`src/rtl/seg_display_arbiter.sv`:
```
// Shares a 4-digit multiplexed seven-segment display among three requesters:
// fixed-priority arbitration with a minimum hold, continuous digit scan, per-owner blink.
module seg_display_arbiter #(
    parameter int unsigned SCAN_DIV     = 500,
    parameter int unsigned HOLD_CYCLES  = 1000000,
    parameter int unsigned BLINK_FRAMES = 64
) (
    input  logic        clock,
    input  logic        reset,
    input  logic [2:0]  req,
    input  logic [31:0] frame0,
    input  logic [31:0] frame1,
    input  logic [31:0] frame2,
    input  logic [2:0]  blink,
    output logic [2:0]  grant,
    output logic [3:0]  anodes,
    output logic [7:0]  cathodes,
    output logic        frame_done
);

    localparam int unsigned SCAN_W = (SCAN_DIV > 1) ? $clog2(SCAN_DIV) : 1;
    localparam int unsigned HOLD_W = (HOLD_CYCLES > 1) ? $clog2(HOLD_CYCLES) : 1;
    localparam int unsigned BF_W   = (BLINK_FRAMES > 1) ? $clog2(BLINK_FRAMES) : 1;

    localparam logic [1:0] S_IDLE = 2'd0;
    localparam logic [1:0] S_HOLD = 2'd1;
    localparam logic [1:0] S_FREE = 2'd2;

    // A fresh grant with a single-cycle hold is immediately preemptible.
    localparam logic [1:0]        S_LOAD    = (HOLD_CYCLES == 1) ? S_FREE : S_HOLD;
    localparam logic [HOLD_W-1:0] HOLD_LOAD = HOLD_W'(HOLD_CYCLES - 1);
    localparam logic [SCAN_W-1:0] SCAN_LAST = SCAN_W'(SCAN_DIV - 1);
    localparam logic [BF_W-1:0]   BF_LAST   = BF_W'(BLINK_FRAMES - 1);

    logic [1:0]        r_state;
    logic [2:0]        r_grant;
    logic [HOLD_W-1:0] r_hold_cnt;
    logic [SCAN_W-1:0] r_scan_cnt;
    logic [1:0]        r_digit;
    logic              r_blink_phase;
    logic [BF_W-1:0]   r_blink_frame_cnt;
    logic [3:0]        r_anodes;
    logic [7:0]        r_cathodes;
    logic              r_frame_done;

    logic [1:0]        w_state_nxt;
    logic [2:0]        w_grant_nxt;
    logic [HOLD_W-1:0] w_hold_nxt;
    logic              w_owner_req;
    logic [2:0]        w_others;
    logic [2:0]        w_higher;
    logic              w_scan_last;
    logic              w_frame_end;
    logic [SCAN_W-1:0] w_scan_nxt;
    logic [1:0]        w_digit_nxt;
    logic [31:0]       w_owner_frame;
    logic              w_owner_blink;
    logic [7:0]        w_byte;
    logic [3:0]        w_anodes_nxt;
    logic [7:0]        w_cathodes_nxt;

    // Isolates the lowest set bit, i.e. the highest-priority request.
    function automatic logic [2:0] f_pick(input logic [2:0] v);
        return v & (~v + 3'd1);
    endfunction

    always_comb begin
        w_owner_req = |(req & r_grant);
        w_others    = req & ~r_grant;
        w_higher    = req & (r_grant - 3'd1);
    end

    // Arbiter next state: release is never gated, preemption waits for FREE.
    always_comb begin
        w_state_nxt = r_state;
        w_grant_nxt = r_grant;
        w_hold_nxt  = r_hold_cnt;
        case (r_state)
            S_IDLE: begin
                if (|req) begin
                    w_grant_nxt = f_pick(req);
                    w_hold_nxt  = HOLD_LOAD;
                    w_state_nxt = S_LOAD;
                end
            end
            S_HOLD, S_FREE: begin
                if (!w_owner_req) begin
                    if (|w_others) begin
                        w_grant_nxt = f_pick(w_others);
                        w_hold_nxt  = HOLD_LOAD;
                        w_state_nxt = S_LOAD;
                    end else begin
                        w_grant_nxt = 3'b000;
                        w_hold_nxt  = '0;
                        w_state_nxt = S_IDLE;
                    end
                end else if (r_state == S_HOLD) begin
                    w_hold_nxt = r_hold_cnt - HOLD_W'(1);
                    if (r_hold_cnt == HOLD_W'(1)) begin
                        w_state_nxt = S_FREE;
                    end
                end else if (|w_higher) begin
                    w_grant_nxt = f_pick(w_higher);
                    w_hold_nxt  = HOLD_LOAD;
                    w_state_nxt = S_LOAD;
                end
            end
            default: begin
                w_grant_nxt = 3'b000;
                w_hold_nxt  = '0;
                w_state_nxt = S_IDLE;
            end
        endcase
    end

    always_ff @(posedge clock or posedge reset) begin
        if (reset) begin
            r_state    <= S_IDLE;
            r_grant    <= 3'b000;
            r_hold_cnt <= '0;
        end else begin
            r_state    <= w_state_nxt;
            r_grant    <= w_grant_nxt;
            r_hold_cnt <= w_hold_nxt;
        end
    end

    // Free-running digit scanner.
    always_comb begin
        w_scan_last = (r_scan_cnt == SCAN_LAST);
        w_frame_end = w_scan_last && (r_digit == 2'd3);
        w_scan_nxt  = w_scan_last ? '0 : r_scan_cnt + SCAN_W'(1);
        w_digit_nxt = w_scan_last ? r_digit + 2'd1 : r_digit;
    end

    always_ff @(posedge clock or posedge reset) begin
        if (reset) begin
            r_scan_cnt        <= '0;
            r_digit           <= 2'd0;
            r_frame_done      <= 1'b0;
            r_blink_phase     <= 1'b0;
            r_blink_frame_cnt <= '0;
        end else begin
            r_scan_cnt   <= w_scan_nxt;
            r_digit      <= w_digit_nxt;
            // Registered from next-state values so the pulse lines up with the last dwell cycle.
            r_frame_done <= (w_scan_nxt == SCAN_LAST) && (w_digit_nxt == 2'd3);
            if (w_frame_end) begin
                if (r_blink_frame_cnt == BF_LAST) begin
                    r_blink_frame_cnt <= '0;
                    r_blink_phase     <= ~r_blink_phase;
                end else begin
                    r_blink_frame_cnt <= r_blink_frame_cnt + BF_W'(1);
                end
            end
        end
    end

    // Display drive from current digit and owner; frame bytes are taken live.
    always_comb begin
        case (r_grant)
            3'b001:  w_owner_frame = frame0;
            3'b010:  w_owner_frame = frame1;
            3'b100:  w_owner_frame = frame2;
            default: w_owner_frame = 32'hFFFF_FFFF;
        endcase
        w_owner_blink = |(blink & r_grant);
        case (r_digit)
            2'd0:    begin w_byte = w_owner_frame[7:0];   w_anodes_nxt = 4'b0111; end
            2'd1:    begin w_byte = w_owner_frame[15:8];  w_anodes_nxt = 4'b1011; end
            2'd2:    begin w_byte = w_owner_frame[23:16]; w_anodes_nxt = 4'b1101; end
            default: begin w_byte = w_owner_frame[31:24]; w_anodes_nxt = 4'b1110; end
        endcase
        w_cathodes_nxt = (w_owner_blink && r_blink_phase) ? 8'hFF : w_byte;
        if (r_grant == 3'b000) begin
            w_anodes_nxt   = 4'b1111;
            w_cathodes_nxt = 8'hFF;
        end
    end

    always_ff @(posedge clock or posedge reset) begin
        if (reset) begin
            r_anodes   <= 4'b1111;
            r_cathodes <= 8'hFF;
        end else begin
            r_anodes   <= w_anodes_nxt;
            r_cathodes <= w_cathodes_nxt;
        end
    end

    assign grant      = r_grant;
    assign anodes     = r_anodes;
    assign cathodes   = r_cathodes;
    assign frame_done = r_frame_done;

endmodule

```
`config.mk`:
```
export PLATFORM = sky130hd
export DESIGN_NAME = seg_display_arbiter
export DESIGN_NICKNAME = d
export VERILOG_FILES = /design/src/rtl/seg_display_arbiter.sv
export SDC_FILE = /design/constraint.sdc
export NUM_CORES = 1
export LEC_CHECK = 0
export BUFFER_PORTS_ARGS = -buffer_cell sky130_fd_sc_hd__buf_2
export CAP_MARGIN = 10
export CORE_MARGIN = 4
export CORE_UTILIZATION = 40
export CTS_CLUSTER_DIAMETER = 100
export DETAILED_ROUTE_END_ITERATION = 10
export GPL_TIMING_DRIVEN = 0
export PLACE_DENSITY = 0.64
export SLEW_MARGIN = 20
export SYNTH_ARGS = -nofsm -noshare
export SYNTH_HDL_FRONTEND = slang
export SYNTH_SLANG_ARGS = --single-unit
export TNS_END_PERCENT = 1
```
`constraint.sdc`:
```
create_clock -name clock -period 3.1 [get_ports clock]
set_input_delay 0.465 -clock clock [delete_from_list [all_inputs] [get_ports clock]]
set_output_delay 0.465 -clock clock [all_outputs]
set_load 0.03 [all_outputs]
```
# Word level (Yosys, flattened, before mapping)
# Index checks and enable logic that the tools add are counted.
# totals
regBits	56
output_inout_bits	16
input_bits	104
# classes
reduce_logical	16
n_eq_ne	18
n_bitwise	12
n_addsub	8
n_mux	28
# ops
operator	count
20-bit 2-to-1 mux	5
32-bit case mux with 3 select lines	1
20-bit case mux with 2 select lines	1
8-bit case mux with 3 select lines	1
3-bit bitwise AND	7
20-bit by 1-bit == test with 1-bit output (second input constant)	1
20-bit by 1-bit subtractor with 20-bit output (second input constant)	1
9-bit == test (second input constant)	2
8-bit 2-to-1 mux	2
3-bit 2-to-1 mux	5
3-bit OR reduction	5
2-bit 2-to-1 mux	6
3-bit NOT	4
4-bit case mux with 3 select lines	1
3-bit by 1-bit adder with 3-bit output (second input constant)	3
9-bit by 1-bit adder with 9-bit output (second input constant)	1
9-bit 2-to-1 mux	1
2-bit == test (second input constant)	4
4-bit != test (second input constant)	2
6-bit by 1-bit adder with 6-bit output (second input constant)	1
6-bit == test (second input constant)	1
6-bit 2-to-1 mux	1
3-bit != test (second input constant)	2
3-bit case mux with 2 select lines	1
other kinds (17)	23

# Logic depth before layout (Yosys ltp)
# Gate-level depths: netlist of the first run.
# depth
depth_word	9
depth_mapped	10
depth_no_buf	7

# Worst setup path before layout of the first run
# Ideal clock, no wire load.
# synth_timing
kind	reg-to-reg
from	reg r_grant[0], in the netlist grant[0]
to	reg r_hold_cnt[16]
arrival_time_ns	2.291
synth_period_minus_slack_ns	2.412
setup_slack_ns	0.688
required_ns	2.979
n_path_buf	1
stages_incl_launch_ff	9
setup_time_ns	0.121
path_cell_list	dfrtp_1 inv_1 ha_1 xor2_1 a2111o_1 o31ai_4 buf_4 a21oi_1 o22a_1
# synth_via
elab_chain_cells	6
elab_cells_between_ends	13
cone_classes	1 x add/sub; 1 x eq/ne; 3 x mux; 4 x bitwise; 4 x reduce/logical
# synth_lines
element	line	text
start: declaration	36	logic [2:0] r_grant;
start signal: assignment	123	r_grant <= w_grant_nxt;
branches (longest 6 deep; another with 3-bit by 1-bit subtractor with 3-bit output)	n/a	
end signal: assignment	124	r_hold_cnt <= w_hold_nxt;
end: declaration	37	logic [HOLD_W-1:0] r_hold_cnt;
# Several ways; the timed one is not identified.
# A chain may end at the register's enable or synchronous reset.

# Worst setup path in the final report of the first run
# layout_timing
from	reg r_grant[0], in the netlist grant[0]
to	reg r_cathodes[6], in the netlist cathodes[6]
# layout_via
elab_chain_cells	5
elab_cells_between_ends	11
cone_classes	3 x eq/ne; 4 x mux; 1 x bitwise; 3 x reduce/logical
# layout_lines
element	line	text
3-bit == test (tied with other cells)	161	case (r_grant)
32-bit case mux with 3 select lines or 3-bit OR reduction (tied branches)	161, 167	
8-bit case mux with 3 select lines or 1-bit logical AND (tied branches)	168, 174	
8-bit 2-to-1 mux	174	w_cathodes_nxt = (w_owner_blink && r_blink_phase) ? 8'hFF : w_byte;
8-bit 2-to-1 mux *	175	if (r_grant == 3'b000) begin
net w_cathodes_nxt[6]	60	logic [7:0] w_cathodes_nxt;
end signal: assignment	187	r_cathodes <= w_cathodes_nxt;
end: declaration	43	logic [7:0] r_cathodes;
# The timed path passes the listed nets; every way through them passes the cells marked *.

==> results.sh, run 1 <==
export IMPL_clockBufferDepth=2
export IMPL_floorplan_initialDensity=0.408
export IMPL_grt_util_met2=0.303
export IMPL_globalRouteTotalUtil=0.190
export IMPL_port_buffer_count=117
export IMPL_yosysTopAreaCellShare=0.278
export IMPL_r2r_setup_slack_ns=0.44
export IMPL_final_hold_violation_count=0
export IMPL_period_share=0.857
export IMPL_antenna_found_initial=0
export IMPL_cp_max_fo=8
export IMPL_numCtsBuffers=5
export IMPL_rows=36
export IMPL_wl_um=11600
export IMPL_placed_area_um2=4710
export IMPL_layout_common_cells="buf_2 (122), nand2_1 (55), dfrtp_1 (44)"
export IMPL_post_route_min_period_ns=2.66
export IMPL_clock_sinks=56
export IMPL_cp_end_kind="register"
export IMPL_grt_pass1_wl_um=18000
export IMPL_crit_path_max_incr_delay_ns=0.77
export IMPL_drc=0
export IMPL_crit_required_ns=3.28
export IMPL_synth_edf_count=0
export IMPL_place_inst=717
export IMPL_htree_levels=2
export IMPL_ys_flop_type="dfrtp_1"
export IMPL_die_w_um=107
export IMPL_ios=120
export IMPL_max_clock_freq_mhz=376
export IMPL_syn_to_final_growth_pct=22.3
export IMPL_maxSlewViolCount=0
export IMPL_final_common_cell="buf_2"
export IMPL_first_iter_violations=326
export IMPL_finalNonFillerCells=725
export IMPL_use_met3=0.0240
export IMPL_postSynthAreaPerCell_um2=8.47
export IMPL_setup_viol=0
export IMPL_postCtsHoldBufs=0
export IMPL_rsz0062_at_grt="false"
export IMPL_cap_viol_max_count=0
export IMPL_fin_util=0.499
export IMPL_skew_ns=0.00827
export IMPL_power_leakage_uw=0.00214
export IMPL_overflow=0
export IMPL_avgViaCountPerCell=5.51
export IMPL_powerDensity_nw_per_um2=771
export IMPL_wl_per_cell_um=16.0
export IMPL_antenna_cells=0
export IMPL_yosys_warnings=0
export IMPL_netlist_instances=467
export IMPL_slowest_stage="nor3b_1"
export IMPL_hpwlAfterDp_um=8950
export IMPL_worstSetupPathType="register to register"
export IMPL_nFillCells=963
export IMPL_firstDrtPassIters=7
export IMPL_arrival_ns=2.84
export IMPL_finalSetupTns_ns=0
export IMPL_grt_max_degree=57
export IMPL_final_nets=715
export IMPL_async_flop_share=1.00
export IMPL_ant_nets=0
export IMPL_gr_max_usage_layer="met2"
export IMPL_die_h_um=107
export IMPL_syn_nets=591
export IMPL_grt_pass1_vias=3682
export IMPL_postCtsSetupBuffers=0
export IMPL_yosysTopAreaCell="dfrtp_1"
export IMPL_drive_gt1_frac=0.272
export IMPL_clock_latency_ns=0.31
export IMPL_worst_slew_pin_slew_ns=0.948
export IMPL_status="complete, no violations"
export IMPL_worstHoldPathType="input port to asynchronous set/reset pin"
export IMPL_yosysSeqAreaShare=0.358
export IMPL_crit_chain="inv_1 -> ha_1 -> and2_1 -> clkbuf_1 -> or3_1 -> buf_2 -> nor3b_1 -> a32oi_1"
export IMPL_fin_area_um2=4840
export IMPL_irDropWorstVdd_v=0.000271
export IMPL_ys_types=57
export IMPL_cts_resized=0
export IMPL_core_area_um2=9680
export IMPL_start_kind="register"
export IMPL_gr_usage_met1=0.276
export IMPL_place_congestion=0.892
export IMPL_ys_ff_latch=56
export IMPL_clkSlewWorstSetupHoldPaths_ns=0.10
export IMPL_synth_area_um2=3960
export IMPL_cts_root_buf="clkbuf_8"
export IMPL_cts_tree="done"
export IMPL_die_area_um2=11500
export IMPL_slew_headroom=0.364
export IMPL_vias=3994
export IMPL_synth_area_leaders="dfrtp_1 (28%), dfstp_2 (8.0%), ha_1 (6.3%), a22oi_1 (6.1%), nand2_1 (5.2%)"
cells in the mapped netlist, types with 7 or more instances:
cell and n:
nand2_1 55, dfrtp_1 44, nand3_1 34, a22oi_1 32
nor2_1 32, a21oi_1 23, ha_1 20, inv_1 19
clkbuf_1 17, o21ai_1 14, o21ai_0 13, dfstp_2 12
a31oi_1 11, nor3_1 11, a22o_1 10, a32oi_1 9
xnor2_1 8, o22a_1 7
worst max-delay path, delay by kind of cell (launching register included):
| kind | cells | cell delay (ns) |
|---|---|---|
| simple gates | 3 | 1.05 |
| buf+inv | 3 | 0.57 |
| flops | 1 | 0.48 |
| fa+ha+maj | 1 | 0.24 |
| compound gates | 1 | 0.17 |
cells by family after synthesis:
group / after synthesis / share of synthesized area
xor gates and xnor gates: 12 / 0.0266
buffers and inverters: 48 / 0.0557
adders and majority gates: 20 / 0.0633
muxes: 4 / 0.0111
and+or+nand+nor: 184 / 0.232
DFF: 56 / 0.358
AOI/OAI and AO/OA: 143 / 0.253
sequential cells by signal, indices dropped and copies added (netlist names):
name,flops
r_state,2
r_digit,2
frame_done,1
grant,3
anodes,4
cathodes,8
r_blink_phase,1
r_hold_cnt,20
r_blink_frame_cnt,6
r_scan_cnt,9
stage by stage:
step                      hold slack (ns)  setup slack [ns]  total power, uW
after floorplan                     0.436             0.688             2620
after global placement              0.459             0.464             3150
after detailed placement            0.461             0.495             3180
after CTS                           0.282             0.454             3730
after global routing                0.319             0.231             4040
final                               0.266             0.442             3730
routing by layer:
layer  vias to the layer above  share of wire
met5                         -              0
met4                         0          0.011
met3                         9          0.059
met2                       116           0.46
met1                      1901           0.47
li1                       1968              -
power by group:
group / switching (uW) / total (uW) / internal [uW]
Sequential: 153 / 1060 / 909
Combinational: 1320 / 2140 / 816
Clock: 243 / 528 / 286
path summary, 6_finish.rpt:
check,end,cells after the start,from
max in group asynchronous,r_hold_cnt[17],2,reset
setup / recovery,cathodes[6],8,grant[0]
setup reg to reg,cathodes[6],8,grant[0]
hold reg to reg,r_blink_phase,1,r_blink_phase
min in group clock,grant[0],2,req[0]
hold / removal,r_hold_cnt[5],2,reset
cell type report:
class,count,area [um2],area share
timing repair buffer,117,586,0.121
multi-input combinational,363,2320,0.479
clock inverter,1,30.0,0.00621
inverter,19,73.8,0.0153
buffer,29,149,0.0308
tap,133,166,0.0344
clock buffer,7,96.3,0.0199
sequential,56,1420,0.293
Note: power is estimated with default switching activity, not from simulation.
==> inputs of run 2 (changes only) <==
REMOVE_ABC_BUFFERS = 1   (was default)
==> run 2 against run 1 <==
  * Combinational power fell by 6%
  * Core utilization decreased by 1.4 points
  * Die area did not move
  * Sequential power barely moved
  * Register-to-register slack got worse by 0.26 ns
  * Largest cell class unchanged
==> results.sh, run 2 (synthesis gave the netlist of run 1 again) <==
export IMPL_firstDrtPassIters=5
export IMPL_overflow=0
export IMPL_antenna_cells=0
export IMPL_worstSetupPathType="register to register"
export IMPL_globalRouteTotalUtil=0.183
export IMPL_slew_headroom=0.309
export IMPL_htree_levels=2
export IMPL_top_register="r_hold_cnt"
export IMPL_grt_pass1_vias=3690
export IMPL_ios=120
export IMPL_maxSlewViolCount=0
export IMPL_cts_root_buf="clkbuf_8"
export IMPL_port_buffer_count=119
export IMPL_largest_reg_flops=20
export IMPL_grt_max_degree=57
export IMPL_grt_pass1_wl_um=17700
export IMPL_power_leakage_uw=0.00205
export IMPL_cts_tree="done"
export IMPL_final_nets=689
export IMPL_rows=36
export IMPL_cp_end_kind="register"
export IMPL_worst_slew_pin_slew_ns=1.03
export IMPL_clockBufferDepth=2
export IMPL_final_common_cell="buf_2"
export IMPL_finalNonFillerCells=699
export IMPL_holdWs_ns=0.240
export IMPL_core_area_um2=9680
export IMPL_wl_met3_um=799
export IMPL_reg2regPathDepth=7
export IMPL_numCtsBuffers=5
export IMPL_drive_gt1_frac=0.277
export IMPL_setup_viol=0
export IMPL_clock_sinks=56
export IMPL_cap_viol_max_count=0
export IMPL_wl_per_cell_um=15.5
export IMPL_skew_ns=0.0127
export IMPL_place_congestion=0.825
export IMPL_postCtsHoldBufs=0
export IMPL_slowest_stage="o31ai_4"
export IMPL_hpwlAfterDp_um=8140
export IMPL_die_w_um=107
export IMPL_setup_ws_ns=0.187
export IMPL_clkSlewWorstSetupHoldPaths_ns=0.11
export IMPL_dp_slack_ns=-0.576
export IMPL_die_h_um=107
export IMPL_met1Wirelength_um=4590
export IMPL_crit_required_ns=3.36
export IMPL_vias=3917
export IMPL_max_clock_freq_mhz=343
export IMPL_ant_nets=0
export IMPL_syn_to_final_growth_pct=18.9
export IMPL_status="complete, no violations"
export IMPL_wl_um=10900
export IMPL_multi_input_area_um2=2340
export IMPL_worstHoldPathType="input port to asynchronous set/reset pin"
export IMPL_place_inst=691
export IMPL_final_hold_violation_count=0
export IMPL_fin_util=0.485
export IMPL_highest_layer="met4"
export IMPL_clock_latency_ns=0.32
export IMPL_wl_met2_um=5260
export IMPL_rsz0062_at_grt="true"
export IMPL_period_share=0.940
export IMPL_arrival_ns=3.18
export IMPL_start_kind="register"
export IMPL_avgViaCountPerCell=5.60
export IMPL_drc=0
export IMPL_crit_path_max_incr_delay_ns=0.82
export IMPL_irDropWorstVdd_v=0.000291
export IMPL_post_route_min_period_ns=2.91
export IMPL_floorplan_initialDensity=0.408
export IMPL_register_area_um2=1420
export IMPL_die_area_um2=11500
export IMPL_antenna_found_initial=0
export IMPL_cp_max_fo=25
export IMPL_first_iter_violations=359
export IMPL_nFillCells=934
export IMPL_powerDensity_nw_per_um2=749
export IMPL_crit_chain="inv_1 -> ha_1 -> xor2_1 -> a2111o_1 -> o31ai_4 -> or2_1 -> o22a_1"
export IMPL_layout_common_cells="buf_2 (119), nand2_1 (55), dfrtp_1 (44)"
==> run 2: cell types whose count changed in the layout (fill, tap and decap cells not counted), sizes merged <==
cell and delta:
clkinv +1, bufinv -1, clkinvlp +2, clkbuf -19, buf -9
==> run 2: path summary, 6_finish.rpt <==
| kind | startpoint | endpoint | slack (ns) |
|---|---|---|---|
| setup / recovery | grant[0] | r_hold_cnt[14] | 0.19 |
| hold / removal | reset | r_scan_cnt[6] | 0.24 |
| setup reg to reg | grant[0] | r_hold_cnt[14] | 0.19 |
| hold reg to reg | r_blink_frame_cnt[4] | r_blink_frame_cnt[4] | 0.47 |
| max in group asynchronous | reset | r_blink_frame_cnt[3] | 2.37 |
| min in group clock | frame0[28] | cathodes[4] | 0.44 |
==> run 2: report_power, final <==
part / total, uW / internal [uW] / switching [uW]
combinational: 2010 / 777 / 1230
clock: 420 / 161 / 259
sequential: 1090 / 908 / 179
==> run 2: per-layer routing <==
layer / vias to the layer above / track usage
met4: 0 / 0.0550
met2: 152 / 0.312
li1: 1920 / -
met5: - / 0
met1: 1829 / 0.243
met3: 16 / 0.0246
==> run 2: what timing repair did <==
item / CTS / global route
resized for setup: 2 / 1
setup endpoints to repair: 8 / 9
pin swaps: 0 / 0
buffers inserted: 0 / 0
==> run 2: cell type report <==
type / instances / share of cell area
Clock buffer: 5 / 0.0146
Clock inverter: 3 / 0.00506
Inverter: 19 / 0.0157
Multi-Input combinational cell: 363 / 0.499
Sequential cell: 56 / 0.301
Tap cell: 133 / 0.0354
Timing Repair Buffer: 120 / 0.129
==> run 2: critical path: cells and delay by family, from the launching register on <==
kind,cells,cell delay [ns]
compound gates,3,1.46
xor+xnor,1,0.15
flops,1,0.52
buf+inv,1,0.15
fa+ha+maj,1,0.26
simple gates,1,0.31
==> run 2: through the flow <==
stage               cell area, um2  TNS [ns]  power (uW)
floorplan                     3810     -2.07        2540
global placement              4570    -10.58        3040
detailed placement            4600     -4.41        3110
CTS                           4700         0        3540
global route                  4700   -0.0152        3840
finish                        4700         0        3520
